**src/rtl/rf_write_ctrl_pkg.sv**
```systemverilog
// Shared types and sizing for the register-file write controller.
// Holds the controller state encoding and the default register/data geometry.
package rf_ctrl_pkg;

  localparam int REG_W  = 4;
  localparam int DATA_W = 16;
  localparam int NREG   = 16;

  typedef enum logic {
    INIT = 1'b0,
    RUN  = 1'b1
  } state_t;

endpackage

```
**src/rtl/rf_write_ctrl_if.sv**
```systemverilog
// Requester and register-file write bundle for rf_write_ctrl.
// The master side issues writeback requests; the slave side is the controller.
interface rf_write_ctrl_if
  import rf_ctrl_pkg::*;
#(
  parameter int DATA_W = rf_ctrl_pkg::DATA_W
);

  logic              a_valid;
  logic              a_ready;
  logic [REG_W-1:0]  a_reg;
  logic [DATA_W-1:0] a_data;
  logic              b_valid;
  logic              b_ready;
  logic [REG_W-1:0]  b_reg;
  logic [DATA_W-1:0] b_data;
  logic              wr_en;
  logic [REG_W-1:0]  wr_reg;
  logic [DATA_W-1:0] wr_data;
  logic              init_done;

  modport master (
    output a_valid, a_reg, a_data, b_valid, b_reg, b_data,
    input  a_ready, b_ready, wr_en, wr_reg, wr_data, init_done
  );

  modport slave (
    input  a_valid, a_reg, a_data, b_valid, b_reg, b_data,
    output a_ready, b_ready, wr_en, wr_reg, wr_data, init_done
  );

endinterface

```
**src/rtl/rf_write_ctrl_arb.sv**
```systemverilog
// Two-way round-robin arbiter: combinational grants, pointer flop remembers
// which requester was granted most recently.
module rr_arb2 (
  input  logic       clk,
  input  logic       rst,
  input  logic       en,
  input  logic [1:0] req,
  output logic [1:0] gnt
);

   logic lastB;

   always_comb begin
      // NOTE: assign every combinational output a default first so no path
      // leaves it unassigned, which would otherwise infer a latch.
      gnt = 2'b00;
      if (en) begin
         unique case (req)
            2'b01:   gnt = 2'b01;
            2'b10:   gnt = 2'b10;
            2'b11:   gnt = lastB ? 2'b01 : 2'b10;
            default: gnt = 2'b00;
         endcase
      end
   end

   // A grant is only ever issued to a valid requester, so a grant is an
   // acceptance and the pointer moves only then.
   always_ff @(posedge clk or negedge rst) begin
      // NOTE: reset to "B last" so A wins the first tie after reset.
      if (!rst)        lastB <= 1'b1;
      else if (gnt[0]) lastB <= 1'b0;
      else if (gnt[1]) lastB <= 1'b1;
   end

endmodule

```
**src/rtl/rf_write_ctrl.sv**
```systemverilog
// Register-file write controller: clears registers 1..NREG-1 after reset,
// then arbitrates ALU and load writebacks onto the single write port.
module rf_write_ctrl
  import rf_ctrl_pkg::*;
#(
  parameter int DATA_W = rf_ctrl_pkg::DATA_W,
  parameter int NREG   = rf_ctrl_pkg::NREG
) (
  input logic              clk,
  input logic              rst,
  input logic              stall,
  rf_write_ctrl_if.slave   bus
);

   state_t            state, stateN;
   logic [REG_W-1:0]  cnt, cntN;
   logic              wrEn, wrEnN;
   logic [REG_W-1:0]  wrReg, wrRegN;
   logic [DATA_W-1:0] wrData, wrDataN;
   logic              initDone, initDoneN;
   logic [1:0]        gnt;

   rr_arb2 u_arb (
      .clk (clk),
      .rst (rst),
      .en  (state == RUN && !stall),
      .req ({bus.b_valid, bus.a_valid}),
      .gnt (gnt)
   );

   assign bus.a_ready   = gnt[0];
   assign bus.b_ready   = gnt[1];
   assign bus.wr_en     = wrEn;
   assign bus.wr_reg    = wrReg;
   assign bus.wr_data   = wrData;
   assign bus.init_done = initDone;

   always_comb begin
      stateN    = state;
      cntN      = cnt;
      wrEnN     = 1'b0;
      wrRegN    = wrReg;
      wrDataN   = wrData;
      initDoneN = initDone;
      unique case (state)
         INIT: begin
            // The last clear write is on the bus this cycle; leave INIT now.
            if (wrEn && wrReg == REG_W'(NREG - 1)) begin
               stateN    = RUN;
               initDoneN = 1'b1;
            end else begin
               wrEnN   = 1'b1;
               wrRegN  = cnt;
               wrDataN = '0;
               cntN    = cnt + 4'd1;
            end
         end
         RUN: begin
            // Register 0 is hardwired zero: accept the request, drop the write.
            if (gnt[0] && bus.a_reg != '0) begin
               wrEnN   = 1'b1;
               wrRegN  = bus.a_reg;
               wrDataN = bus.a_data;
            end else if (gnt[1] && bus.b_reg != '0) begin
               wrEnN   = 1'b1;
               wrRegN  = bus.b_reg;
               wrDataN = bus.b_data;
            end
         end
         default: stateN = INIT;
      endcase
   end

   always_ff @(posedge clk or negedge rst) begin
      if (!rst) begin
         state    <= INIT;
         cnt      <= REG_W'(1);
         wrEn     <= 1'b0;
         wrReg    <= '0;
         wrData   <= '0;
         initDone <= 1'b0;
      end else begin
         // NOTE: state flops use non-blocking assignments so every flop
         // samples the values from before this edge.
         state    <= stateN;
         cnt      <= cntN;
         wrEn     <= wrEnN;
         wrReg    <= wrRegN;
         wrData   <= wrDataN;
         initDone <= initDoneN;
      end
   end

endmodule

```
**src/flat_wrapper.sv**
```systemverilog
// flat-port wrapper written by rule: the top's interface ports become plain ports
module rf_write_ctrl_flat import rf_ctrl_pkg::*;
#(
  parameter int DATA_W = rf_ctrl_pkg::DATA_W,
  parameter int NREG   = rf_ctrl_pkg::NREG
)
  (clk, rst, stall, bus_a_valid, bus_a_reg, bus_a_data, bus_b_valid, bus_b_reg, bus_b_data, bus_a_ready, bus_b_ready, bus_wr_en, bus_wr_reg, bus_wr_data, bus_init_done);
  rf_write_ctrl_if #(.DATA_W(DATA_W)) bus_i ();
  input logic clk;
  input logic rst;
  input logic stall;
  input wire logic [$bits(bus_i.a_valid)-1:0] bus_a_valid;
  input wire logic [$bits(bus_i.a_reg)-1:0] bus_a_reg;
  input wire logic [$bits(bus_i.a_data)-1:0] bus_a_data;
  input wire logic [$bits(bus_i.b_valid)-1:0] bus_b_valid;
  input wire logic [$bits(bus_i.b_reg)-1:0] bus_b_reg;
  input wire logic [$bits(bus_i.b_data)-1:0] bus_b_data;
  output wire logic [$bits(bus_i.a_ready)-1:0] bus_a_ready;
  output wire logic [$bits(bus_i.b_ready)-1:0] bus_b_ready;
  output wire logic [$bits(bus_i.wr_en)-1:0] bus_wr_en;
  output wire logic [$bits(bus_i.wr_reg)-1:0] bus_wr_reg;
  output wire logic [$bits(bus_i.wr_data)-1:0] bus_wr_data;
  output wire logic [$bits(bus_i.init_done)-1:0] bus_init_done;
  assign bus_i.a_valid = bus_a_valid;
  assign bus_i.a_reg = bus_a_reg;
  assign bus_i.a_data = bus_a_data;
  assign bus_i.b_valid = bus_b_valid;
  assign bus_i.b_reg = bus_b_reg;
  assign bus_i.b_data = bus_b_data;
  assign bus_a_ready = bus_i.a_ready;
  assign bus_b_ready = bus_i.b_ready;
  assign bus_wr_en = bus_i.wr_en;
  assign bus_wr_reg = bus_i.wr_reg;
  assign bus_wr_data = bus_i.wr_data;
  assign bus_init_done = bus_i.init_done;
  rf_write_ctrl #(.DATA_W(DATA_W), .NREG(NREG)) u_core (.clk(clk), .rst(rst), .stall(stall), .bus(bus_i));
endmodule
```
**config.mk**
```make
export PLATFORM = sky130hd
export DESIGN_NAME = rf_write_ctrl_flat
export DESIGN_NICKNAME = d
export VERILOG_FILES = /design/src/rtl/rf_write_ctrl_pkg.sv /design/src/rtl/rf_write_ctrl_if.sv /design/src/rtl/rf_write_ctrl_arb.sv /design/src/rtl/rf_write_ctrl.sv /design/src/flat_wrapper.sv
export SDC_FILE = /design/constraint.sdc
export NUM_CORES = 1
export LEC_CHECK = 0
export BUFFER_PORTS_ARGS = -buffer_cell sky130_fd_sc_hd__buf_2
export CAP_MARGIN = 20
export CORE_ASPECT_RATIO = 1.25
export CORE_UTILIZATION = 37
export CTS_BUF_LIST = sky130_fd_sc_hd__clkbuf_4
export DETAILED_ROUTE_END_ITERATION = 7
export HOLD_SLACK_MARGIN = 0.08
export PLACE_DENSITY = 0.74
export SYNTH_ARGS = -nofsm -noshare
export SYNTH_HDL_FRONTEND = slang
export SYNTH_SLANG_ARGS = --single-unit
```
**constraint.sdc**
```tcl
create_clock -name clk -period 2 [get_ports clk]
set_clock_uncertainty 0.1 [all_clocks]
set_input_delay 0.4 -clock clk [delete_from_list [all_inputs] [get_ports clk]]
set_output_delay 0.4 -clock clk [all_outputs]
set_load 0.01 [all_outputs]
```
==> results.cfg <==
[yosys]
syn_area_sq_um = 1351
yosys_warnings = 0
synth_fp_nets = 172
synth.avg_cell_area_sq_um = 10.72
ys_seq_area_frac = 0.5204
ys_ff_latch = 28
synth_cells = 126
yosysUniqueCellTypes = 35

[clock_tree]
clock_latency_ns = 0.33
cts.root.buffer_cell = clkbuf_4
numClockSinks = 28
tritoncts = done
clk_pin_slew_ns = 0.15
cts_buffers = 3
clk_path_buf_depth = 2
htreeDepth = 1

[pwr]
p_leak_nw = 0.9289
p_per_area_nw_per_um2 = 726.7
ir_drop_v = 0.0003573
total_power_mw = 1.313

[worst_hold_path]
worstHoldStart = bus_a_data[7]
hp-class = primary input to flop
holdPathStages = 3
hold_path_end = u_core.bus.wr_data[7]

[routing]
first_pass_iters = 4
ant_nets = 0
drc_errors = 0
routed_wl_um = 3146
wl_per_cell_um = 13.11
via_count = 1219
first_iter_violations = 46
routed_via_density = 5.079

[setup_path]
cp-start-kind = flop
slowest_delay_ns = 0.41
critPathTopFamily = simple AND/OR/NAND/NOR gates
cp_num_cells = 4
cp-end-kind = output pin
reg2reg_slack_ns = 0.18
cp_cell_sequence = buf_4 -> and3b_1 -> and2_4 -> buf_2
worstPathMaxFanout = 7
worstSetupPathType = flop to output pin
r2r-end = u_core.bus.wr_data[14]
worstPathArrival_ns = 1.44
rr_startpoint = u_core.u_arb.lastB
cp_slowest_cell = dfrtp_1
crit_buf_inv = 2
worstPathRequired_ns = 1.50
r2r_cells = 5

[timing]
finalHoldViolCount = 0
report.final.slew_viol_count = 0
fin_crit_sh = 0.9700
setup_violations = 0
worst_pin_slew_ns = 0.6201
final.min_clock_period_ns = 1.940
whs_ns = 0.1796
max_freq_mhz = 515.5
max_slew_margin = 0.5866
rsz0062_at_grt = no

[die]
rows = 24
dieArea_sq_um = 3899
fp.dieW_um = 56.05
start_util = 0.3879
dieHeight_um = 69.57
core_area_sq_um = 3483
pin_count = 69

[grt]
grt_usage = 0.1690
grt_pass1_wl_um = 5175
grt_max_degree = 29
grt_pass1_vias = 1221
antenna_found_initial = 0
grt_overflow = 0

[placed_design]
gp_congestion = 0.8618
hpwl_um = 2333
dp_cells = 234
port_buffers = 68

[finish]
area_delta_synth_final_pct = 33.70
n_antenna_cell = 0
drive_gt1_frac = 0.4776
fin_cells = 240
largest_reg_flops = 16
nets = 248

[run]
drv_cap = 0

[run_status]
status = finished clean
-- synth_stat cells --
cell type | number | area, sq um
inv_2 | 1 | 3.750
a41o_1 | 1 | 10.01
a22oi_1 | 16 | 120.1
nand4_1 | 5 | 31.28
and3b_1 | 1 | 8.760
nand2b_1 | 1 | 6.260
a21oi_1 | 1 | 5.000
mux2i_1 | 1 | 10.01
and3_1 | 1 | 6.260
nand3_1 | 1 | 5.000
clkinv_1 | 1 | 3.750
o21ai_2 | 9 | 78.83
a31oi_1 | 1 | 6.260
dfrtp_1 | 26 | 650.6
clkbuf_1 | 2 | 7.510
inv_1 | 17 | 63.81
ha_1 | 1 | 12.51
or4_4 | 1 | 11.26
nor3_4 | 1 | 16.27
o31ai_1 | 4 | 30.03
a211oi_2 | 1 | 12.51
and2_0 | 1 | 6.260
clkbuf_2 | 1 | 5.000
and3_4 | 1 | 11.26
a211o_1 | 1 | 8.760
buf_6 | 2 | 22.52
xnor2_1 | 3 | 26.28
nand3b_1 | 1 | 7.510
nor4_1 | 1 | 6.260
dfstp_2 | 2 | 52.55
buf_2 | 1 | 5.000
a221oi_1 | 4 | 35.03
nand2_1 | 4 | 15.01
o21ai_0 | 7 | 35.03
nor2_1 | 4 | 15.01
-- stage by stage --
step	setup WS, ns	cell area, sq um	setup TNS [ns]	util
after floorplan	0.09421	1351	0	-
final	0.06007	1807	0	0.5187
after global placement	-0.1550	1753	-2.471	0.5032
after global routing	0.003352	1807	0	0.5187
after CTS	0.06117	1799	0	0.5165
after detailed placement	-0.2388	1753	-3.892	0.5032
-- cell type report --
class | instances | area (sq um)
flip-flops and latches | 28 | 703.2
fillers | 330 | 1677
multi-input cells | 73 | 546.8
repair buffers | 77 | 410.4
clock inverters | 1 | 3.754
well taps | 39 | 48.80
clock buffers | 3 | 22.52
inverters | 19 | 71.32
-- worst max path at each step --
stage | endpoint | startpoint | slack (ns)
6_report | bus_a_ready | u_core.state | 0.06
5_1_grt | u_core.bus.wr_data[0] | u_core.state | 0.003
4_1_cts | bus_a_ready | u_core.state | 0.06
3_5_place_dp | u_core.bus.wr_data[0] | stall | -0.24
3_3_place_gp | u_core.bus.wr_data[12] | stall | -0.16
2_1_floorplan | u_core.bus.wr_data[10] | bus_a_reg[0] | 0.09
-- worst reg2reg max path, cell delays in order (launching register included) --
cell,delay (ns)
dfstp_2,0.60
nand2b_1,0.17
and3_4,0.34
nor3_4,0.06
inv_2,0.30
o21ai_0,0.13
-- per-layer routing --
layer | part of all wire | wire length [um] | up-vias | GRT usage
met5 | 0 | 0 | - | 0
met4 | 0.013 | 42 | 0 | 0.05691
met3 | 0.047 | 149 | 4 | 0.03172
met2 | 0.52 | 1621 | 40 | 0.3029
met1 | 0.42 | 1333 | 569 | 0.2002
li1 | - | - | 606 | -
-- placed cells by master (no fill, tap or decap), drive strengths merged, types with 3 or more instances in the layout --
master and count:
buf 76, dfrtp 26, inv 18, a22oi 16, o21ai 16, nand4 5, nand2 4, a221oi 4
nor2 4, o31ai 4, xnor2 3, clkbuf 3
-- where the power goes --
| group | switching [mW] | internal (mW) | total, mW |
|---|---|---|---|
| Combinational | 0.195 | 0.173 | 0.367 |
| Clock | 0.166 | 0.0734 | 0.239 |
| Sequential | 0.0553 | 0.651 | 0.707 |
-- timing repair --
item | CTS | global route
endpoints found under the hold margin | 26 | 0
pin swaps | 0 | 1
endpoints found under the setup margin | 8 | 6
hold buffers | 1 | 0
setup buffers | 0 | 1
resized for setup | 3 | 0
-- logic make-up after synthesis --
kind of cell	share of synthesized area
adders and majority gates	0.009258
muxes	0.007408
xor gates and xnor gates	0.01945
and+or+nand+nor	0.1083
AOI/OAI and AO/OA	0.2528
DFF	0.5204
buffers and inverters	0.08239
(Power assumes the default switching activity.)
